**config.mk**
```make
export PLATFORM = sky130hd
export DESIGN_NAME = regfile_mp_scoreboard
export DESIGN_NICKNAME = d
export VERILOG_FILES = /design/src/rtl/regfile_mp_scoreboard.sv
export SDC_FILE = /design/constraint.sdc
export NUM_CORES = 2
export LEC_CHECK = 0
export CAP_MARGIN = 20
export CORE_UTILIZATION = 39
export DETAILED_ROUTE_END_ITERATION = 12
export GPL_TIMING_DRIVEN = 0
export PLACE_DENSITY = 0.66
export SETUP_SLACK_MARGIN = 0.02
export SYNTH_ARGS = -nofsm -noshare
export SYNTH_HDL_FRONTEND = slang
export SYNTH_SLANG_ARGS = --single-unit
```
**constraint.sdc**
```tcl
create_clock -name SYS_clk -period 11.84 [get_ports SYS_clk]
set_input_delay 3.552 -clock SYS_clk [delete_from_list [all_inputs] [get_ports SYS_clk]]
set_output_delay 3.552 -clock SYS_clk [all_outputs]
set_load 0.05 [all_outputs]
```
**src/rtl/regfile_mp_scoreboard.sv**
```systemverilog
// Two-write/two-read architectural register file with same-cycle bypass and a
// per-register busy scoreboard for pending load destinations.
module regfile_mp_scoreboard #(
    parameter int unsigned  XLEN = 32,
    parameter int unsigned  NREG = 32,
    localparam int unsigned AW   = $clog2(NREG)
) (
    input  logic            SYS_clk,
    input  logic            SYS_reset,
    input  logic [AW-1:0]   rs1,
    input  logic [AW-1:0]   rs2,
    output logic [XLEN-1:0] REG_rs1_data,
    output logic [XLEN-1:0] REG_rs2_data,
    output logic            REG_rs1_busy,
    output logic            REG_rs2_busy,
    input  logic            REG_write_enable,
    input  logic [AW-1:0]   REG_write_address,
    input  logic [XLEN-1:0] REG_write_value,
    input  logic            LD_write_enable,
    input  logic [AW-1:0]   LD_write_address,
    input  logic [XLEN-1:0] LD_write_value,
    input  logic            ISSUE_valid,
    input  logic [AW-1:0]   ISSUE_rd,
    output logic [AW:0]     REG_busy_count,
    output logic            REG_wr_conflict,
    input  logic [AW-1:0]   test_register,
    output logic [XLEN-1:0] value_need_to_test
);

    logic [XLEN-1:0] regs_q [NREG];
    logic [XLEN-1:0] regs_d [NREG];
    logic [NREG-1:0] busy_q, busy_d;
    logic [AW:0]     count_q, count_d;
    logic            conflict_q, conflict_d;

    logic wa, wb, set, inc, dec;

    assign wa  = REG_write_enable && (REG_write_address != '0);
    assign wb  = LD_write_enable && (LD_write_address != '0);
    assign set = ISSUE_valid && (ISSUE_rd != '0);

    // A fresh issue onto the returning index keeps the bit set, so no decrement.
    assign inc = set && !busy_q[ISSUE_rd];
    assign dec = wb && busy_q[LD_write_address] && !(set && (ISSUE_rd == LD_write_address));

    always_comb begin
        for (int i = 0; i < NREG; i++) begin
            regs_d[i] = regs_q[i];
            busy_d[i] = busy_q[i];
            if (i != 0) begin
                if (wa && (REG_write_address == AW'(i))) begin
                    regs_d[i] = REG_write_value;
                end else if (wb && (LD_write_address == AW'(i))) begin
                    regs_d[i] = LD_write_value;
                end
                if (set && (ISSUE_rd == AW'(i))) begin
                    busy_d[i] = 1'b1;
                end else if (wb && (LD_write_address == AW'(i))) begin
                    busy_d[i] = 1'b0;
                end
            end
        end
        count_d    = count_q + (AW+1)'(inc) - (AW+1)'(dec);
        conflict_d = conflict_q | (wa && wb && (REG_write_address == LD_write_address));
    end

    always_ff @(posedge SYS_clk) begin
        if (SYS_reset) begin
            for (int i = 0; i < NREG; i++) begin
                regs_q[i] <= '0;
            end
            busy_q     <= '0;
            count_q    <= '0;
            conflict_q <= 1'b0;
        end else begin
            for (int i = 0; i < NREG; i++) begin
                regs_q[i] <= regs_d[i];
            end
            busy_q     <= busy_d;
            count_q    <= count_d;
            conflict_q <= conflict_d;
        end
    end

    always_comb begin
        REG_rs1_data = regs_q[rs1];
        if (rs1 == '0) begin
            REG_rs1_data = '0;
        end else if (wa && (REG_write_address == rs1)) begin
            REG_rs1_data = REG_write_value;
        end else if (wb && (LD_write_address == rs1)) begin
            REG_rs1_data = LD_write_value;
        end
    end

    always_comb begin
        REG_rs2_data = regs_q[rs2];
        if (rs2 == '0) begin
            REG_rs2_data = '0;
        end else if (wa && (REG_write_address == rs2)) begin
            REG_rs2_data = REG_write_value;
        end else if (wb && (LD_write_address == rs2)) begin
            REG_rs2_data = LD_write_value;
        end
    end

    // A load returning this cycle forwards its data, so it no longer stalls.
    assign REG_rs1_busy = (rs1 != '0) && busy_q[rs1] && !(wb && (LD_write_address == rs1));
    assign REG_rs2_busy = (rs2 != '0) && busy_q[rs2] && !(wb && (LD_write_address == rs2));

    assign REG_busy_count     = count_q;
    assign REG_wr_conflict    = conflict_q;
    assign value_need_to_test = (test_register == '0) ? '0 : regs_q[test_register];

endmodule

```
==> results.sh <==
export IMPL_gp_congestion=1.08
export IMPL_antenna_found_initial=79
export IMPL_yosys_register_bits=1030
export IMPL_hold_path_class="flip-flop to flip-flop"
export IMPL_crit_slowest_cell="clkdlybuf4s50_1"
export IMPL_holdBufCountCts=0
export IMPL_clk_pin_slew_ns=0.06
export IMPL_r2r_cells=14
export IMPL_synth_net_count=6988
export IMPL_switchingPower_w=0.00424
export IMPL_fin_nets=7344
export IMPL_cts_tree="yes"
export IMPL_drive_above_1_share_pct=20.6
export IMPL_status="finished, violations left"
export IMPL_leakage_nw=28.9
export IMPL_viasPerCell=7.15
export IMPL_htree_levels=4
export IMPL_worstHoldEndpoint="busy_q[31]"
export IMPL_post_cts_buffers=0
export IMPL_p_per_area_nw_per_um2=142
export IMPL_netlist_area_um2=73100
export IMPL_holdCritStartpoint="busy_q[31]"
export IMPL_io_buffers=121
export IMPL_slew_headroom_pct=12.1
export IMPL_max_clock_freq_ghz=0.0829
export IMPL_die_x_um=435
export IMPL_num_vias=70461
export IMPL_path_class="input port to primary output"
export IMPL_cts_sink_count=1030
export IMPL_grt_overflow=0
export IMPL_cp_start_kind="input port"
export IMPL_postLayoutSetupSlackWorst_ns=-0.222
export IMPL_cts_made_buffers=133
export IMPL_skew_ns=0.0263
export IMPL_synthCells=6882
export IMPL_setup_viol=26
export IMPL_violations="negative setup slack"
export IMPL_pwr_share_comb_pct=26.3
export IMPL_synth_edf_count=992
export IMPL_sequentialPowerShare_pct=38.5
export IMPL_tightest_slew_ns=1.32
export IMPL_start_util_pct=39.4
export IMPL_cp_cell_sequence="buf_2 -> buf_4 -> buf_4 -> buf_4 -> buf_4 -> mux2i_1 -> nand2_1 -> o2111ai_1 -> a31oi_1 -> clkdlybuf4s50_1"
export IMPL_cpPeakStageDelay_ns=0.91
export IMPL_worstPathRequired_ns=8.29
export IMPL_routed_wl_mm=483
export IMPL_rows=158
export IMPL_cp_max_fo=10
export IMPL_ios=204
export IMPL_rsz0062_at_grt="no"
export IMPL_clock_power_share_pct=35.2
export IMPL_root_buffer="clkbuf_16"
export IMPL_grt_util_all_layers_pct=49.9
export IMPL_grt_pass1_vias=64009
export IMPL_ant_nets=0
export IMPL_reg2reg_slack_ns=8.43
export IMPL_worstPathArrival_ns=8.51
export IMPL_drtIter0Drc=14330
export IMPL_clk_latency_ns=0.84
export IMPL_period_share_pct=102
export IMPL_async_flop_share_pct=0
export IMPL_fin_cells=9861
export IMPL_layout_min_cycle_time_ns=12.06
export IMPL_ys_warn_count=0
export IMPL_crit_top_cell="buf_4"
export IMPL_cts_resized=48
export IMPL_die_y_um=435
export IMPL_rr_endpoint="REG_busy_count[4]"
export IMPL_drt_first_pass_iters=6
export IMPL_grt_max_degree=33
export IMPL_end_kind="primary output"
export IMPL_peakVddDrop_uv=134
export IMPL_fp_coreArea_um2=186000
export IMPL_slew_violations=0
export IMPL_cap_violations=0
export IMPL_internal_power_w=0.00760
export IMPL_finalHoldViolCount=0
export IMPL_yosysUniqueCellTypes=61
export IMPL_area_growth_pct=14.2
export IMPL_holdPathStages=2
export IMPL_fin_util_pct=45.0
export IMPL_dp_cells=9572
export IMPL_dpl_hpwl_mm=387
export IMPL_syn_avg_cell_area_um2=10.6
export IMPL_synth_flop_cell="edfxtp_1"
export IMPL_drc=0
export IMPL_routedWlPerCell_um=49.0
export IMPL_clock_path_buffers=3
export IMPL_grt_pass1_wl_mm=621
export IMPL_swShare_pct=35.8
export IMPL_r2r_start="busy_q[30]"
export IMPL_die_area_um2=189000
export IMPL_place_ws_ns=-1.58
export IMPL_yosysSeqAreaShare_pct=41.8
[synth_stat cells, types with 17 or more instances]
| master | number | area, um2 |
|---|---|---|
| nand2_1 | 2143 | 8040 |
| a21oi_1 | 1036 | 5180 |
| edfxtp_1 | 992 | 29800 |
| mux4_2 | 791 | 17800 |
| clkbuf_1 | 557 | 2090 |
| mux2_2 | 166 | 1870 |
| buf_1 | 147 | 552 |
| buf_2 | 115 | 576 |
| nor2_1 | 100 | 375 |
| mux2i_1 | 99 | 991 |
| o21ai_0 | 61 | 305 |
| a22oi_1 | 56 | 420 |
| nor2b_1 | 51 | 319 |
| a221oi_1 | 44 | 385 |
| buf_4 | 44 | 330 |
| a22o_1 | 43 | 377 |
| nor3_1 | 39 | 195 |
| dfxtp_1 | 38 | 761 |
| nand3_1 | 37 | 185 |
| a221o_1 | 32 | 320 |
| a31oi_1 | 32 | 200 |
| xnor2_1 | 19 | 166 |
| inv_1 | 17 | 63.8 |
| o2111ai_1 | 17 | 149 |
| o22ai_1 | 17 | 106 |
[worst max-delay path, delay by kind of cell]
family | cells | cell delay [ns]
buf+inv | 6 | 3.19
simple gates | 1 | 0.38
compound gates | 2 | 1.03
mux | 1 | 0.26
[cells in the final DEF (no fill, tap or decap), drive strengths merged, types with 9 or more instances in the layout]
cell type / Yosys / final
inv: 17 / 28
xor2: 16 / 16
mux2: 166 / 166
nor2b: 51 / 51
nor3: 41 / 41
nand3: 37 / 37
o211ai: 16 / 16
mux2i: 99 / 99
nand2b: 13 / 13
o21ai: 61 / 61
a32oi: 11 / 11
a31oi: 33 / 33
edfxtp: 992 / 992
clkinvlp: 0 / 10
diode: 0 / 43
o221ai: 16 / 16
xnor2: 19 / 19
o22ai: 17 / 17
a221oi: 44 / 44
a22oi: 56 / 56
clkbuf: 563 / 735
dfxtp: 38 / 38
a21o: 13 / 13
a221o: 32 / 32
o32ai: 15 / 15
nand2: 2144 / 2144
a21oi: 1036 / 1036
nand3b: 13 / 13
clkdlybuf4s50: 0 / 113
buf: 311 / 401
nor2: 100 / 100
a22o: 43 / 43
or3: 9 / 9
o2111ai: 17 / 17
clkinv: 0 / 45
mux4: 791 / 791
[flip-flops by register name, summed over array words and instances (netlist names)]
register,flops
regs_q,992
REG_wr_conflict,1
busy_q,31
REG_busy_count,6
[area by class of cell]
class                      count  area (um2)
antenna                       43         108
inverter                      17        63.8
sequential                  1030       30500
clock inverter                74         734
timing repair buffer         223        2780
buffer                       872        3720
clock buffer                 161        3480
multi-input combinational   4961       39000
tap                         2480        3100
fill                       17630      102000
[metrics by stage]
stage | area [um2] | total power [W] | hold WS, ns | setup TNS [ns]
3_5_place_dp | 79000 | 0.00751 | 0.523 | -26.80
4_1_cts | 83300 | 0.0116 | 0.525 | 0
6_report | 83500 | 0.0118 | 0.524 | -2.81
5_1_grt | 83400 | 0.0119 | 0.549 | 0
2_1_floorplan | 73100 | 0.00606 | 0.462 | 0
3_3_place_gp | 77500 | 0.00744 | 0.516 | -51.97
[power groups by stage]
stage          clock network [W]  registers (W)  logic (W)
2_1_floorplan                  0        0.00450    0.00156
3_3_place_gp                   0        0.00460    0.00284
3_5_place_dp                   0        0.00461    0.00291
4_1_cts                  0.00412        0.00454    0.00292
5_1_grt                  0.00425        0.00458    0.00307
6_report                 0.00417        0.00456    0.00311
[cells by family after synthesis]
family | Yosys count | synth area share [%]
muxes | 1056 | 28.3
DFF | 1030 | 41.8
and+or+nand+nor | 2437 | 13.1
AOI/OAI and AO/OA | 1426 | 11.2
xor gates and xnor gates | 35 | 0.419
adders and majority gates | 7 | 0.130
buffers and inverters | 891 | 5.06
[how the worst max path moves through the flow]
stage / startpoint / to / slack (ns) / depth (start not counted)
floorplan: LD_write_address[4] / REG_rs1_data[10] / 2.20 / 7
global placement: rs1[2] / REG_rs1_data[1] / -1.93 / 9
detailed placement: rs1[1] / REG_rs1_data[21] / -1.58 / 10
CTS: rs1[1] / REG_rs1_data[21] / 0.05 / 10
global route: rs2[0] / REG_rs2_data[25] / 0.03 / 12
finish: rs2[1] / REG_rs2_data[28] / -0.22 / 10
[metal layers]
metal,global-route usage [%],share of wire (%),vias up
li1,-,-,26422
met1,62.9,36,35852
met2,69.1,41,6862
met3,22.2,16,1291
met4,32.4,7.8,34
met5,0.101,0.048,-
Note: power is estimated with default switching activity, not from simulation.
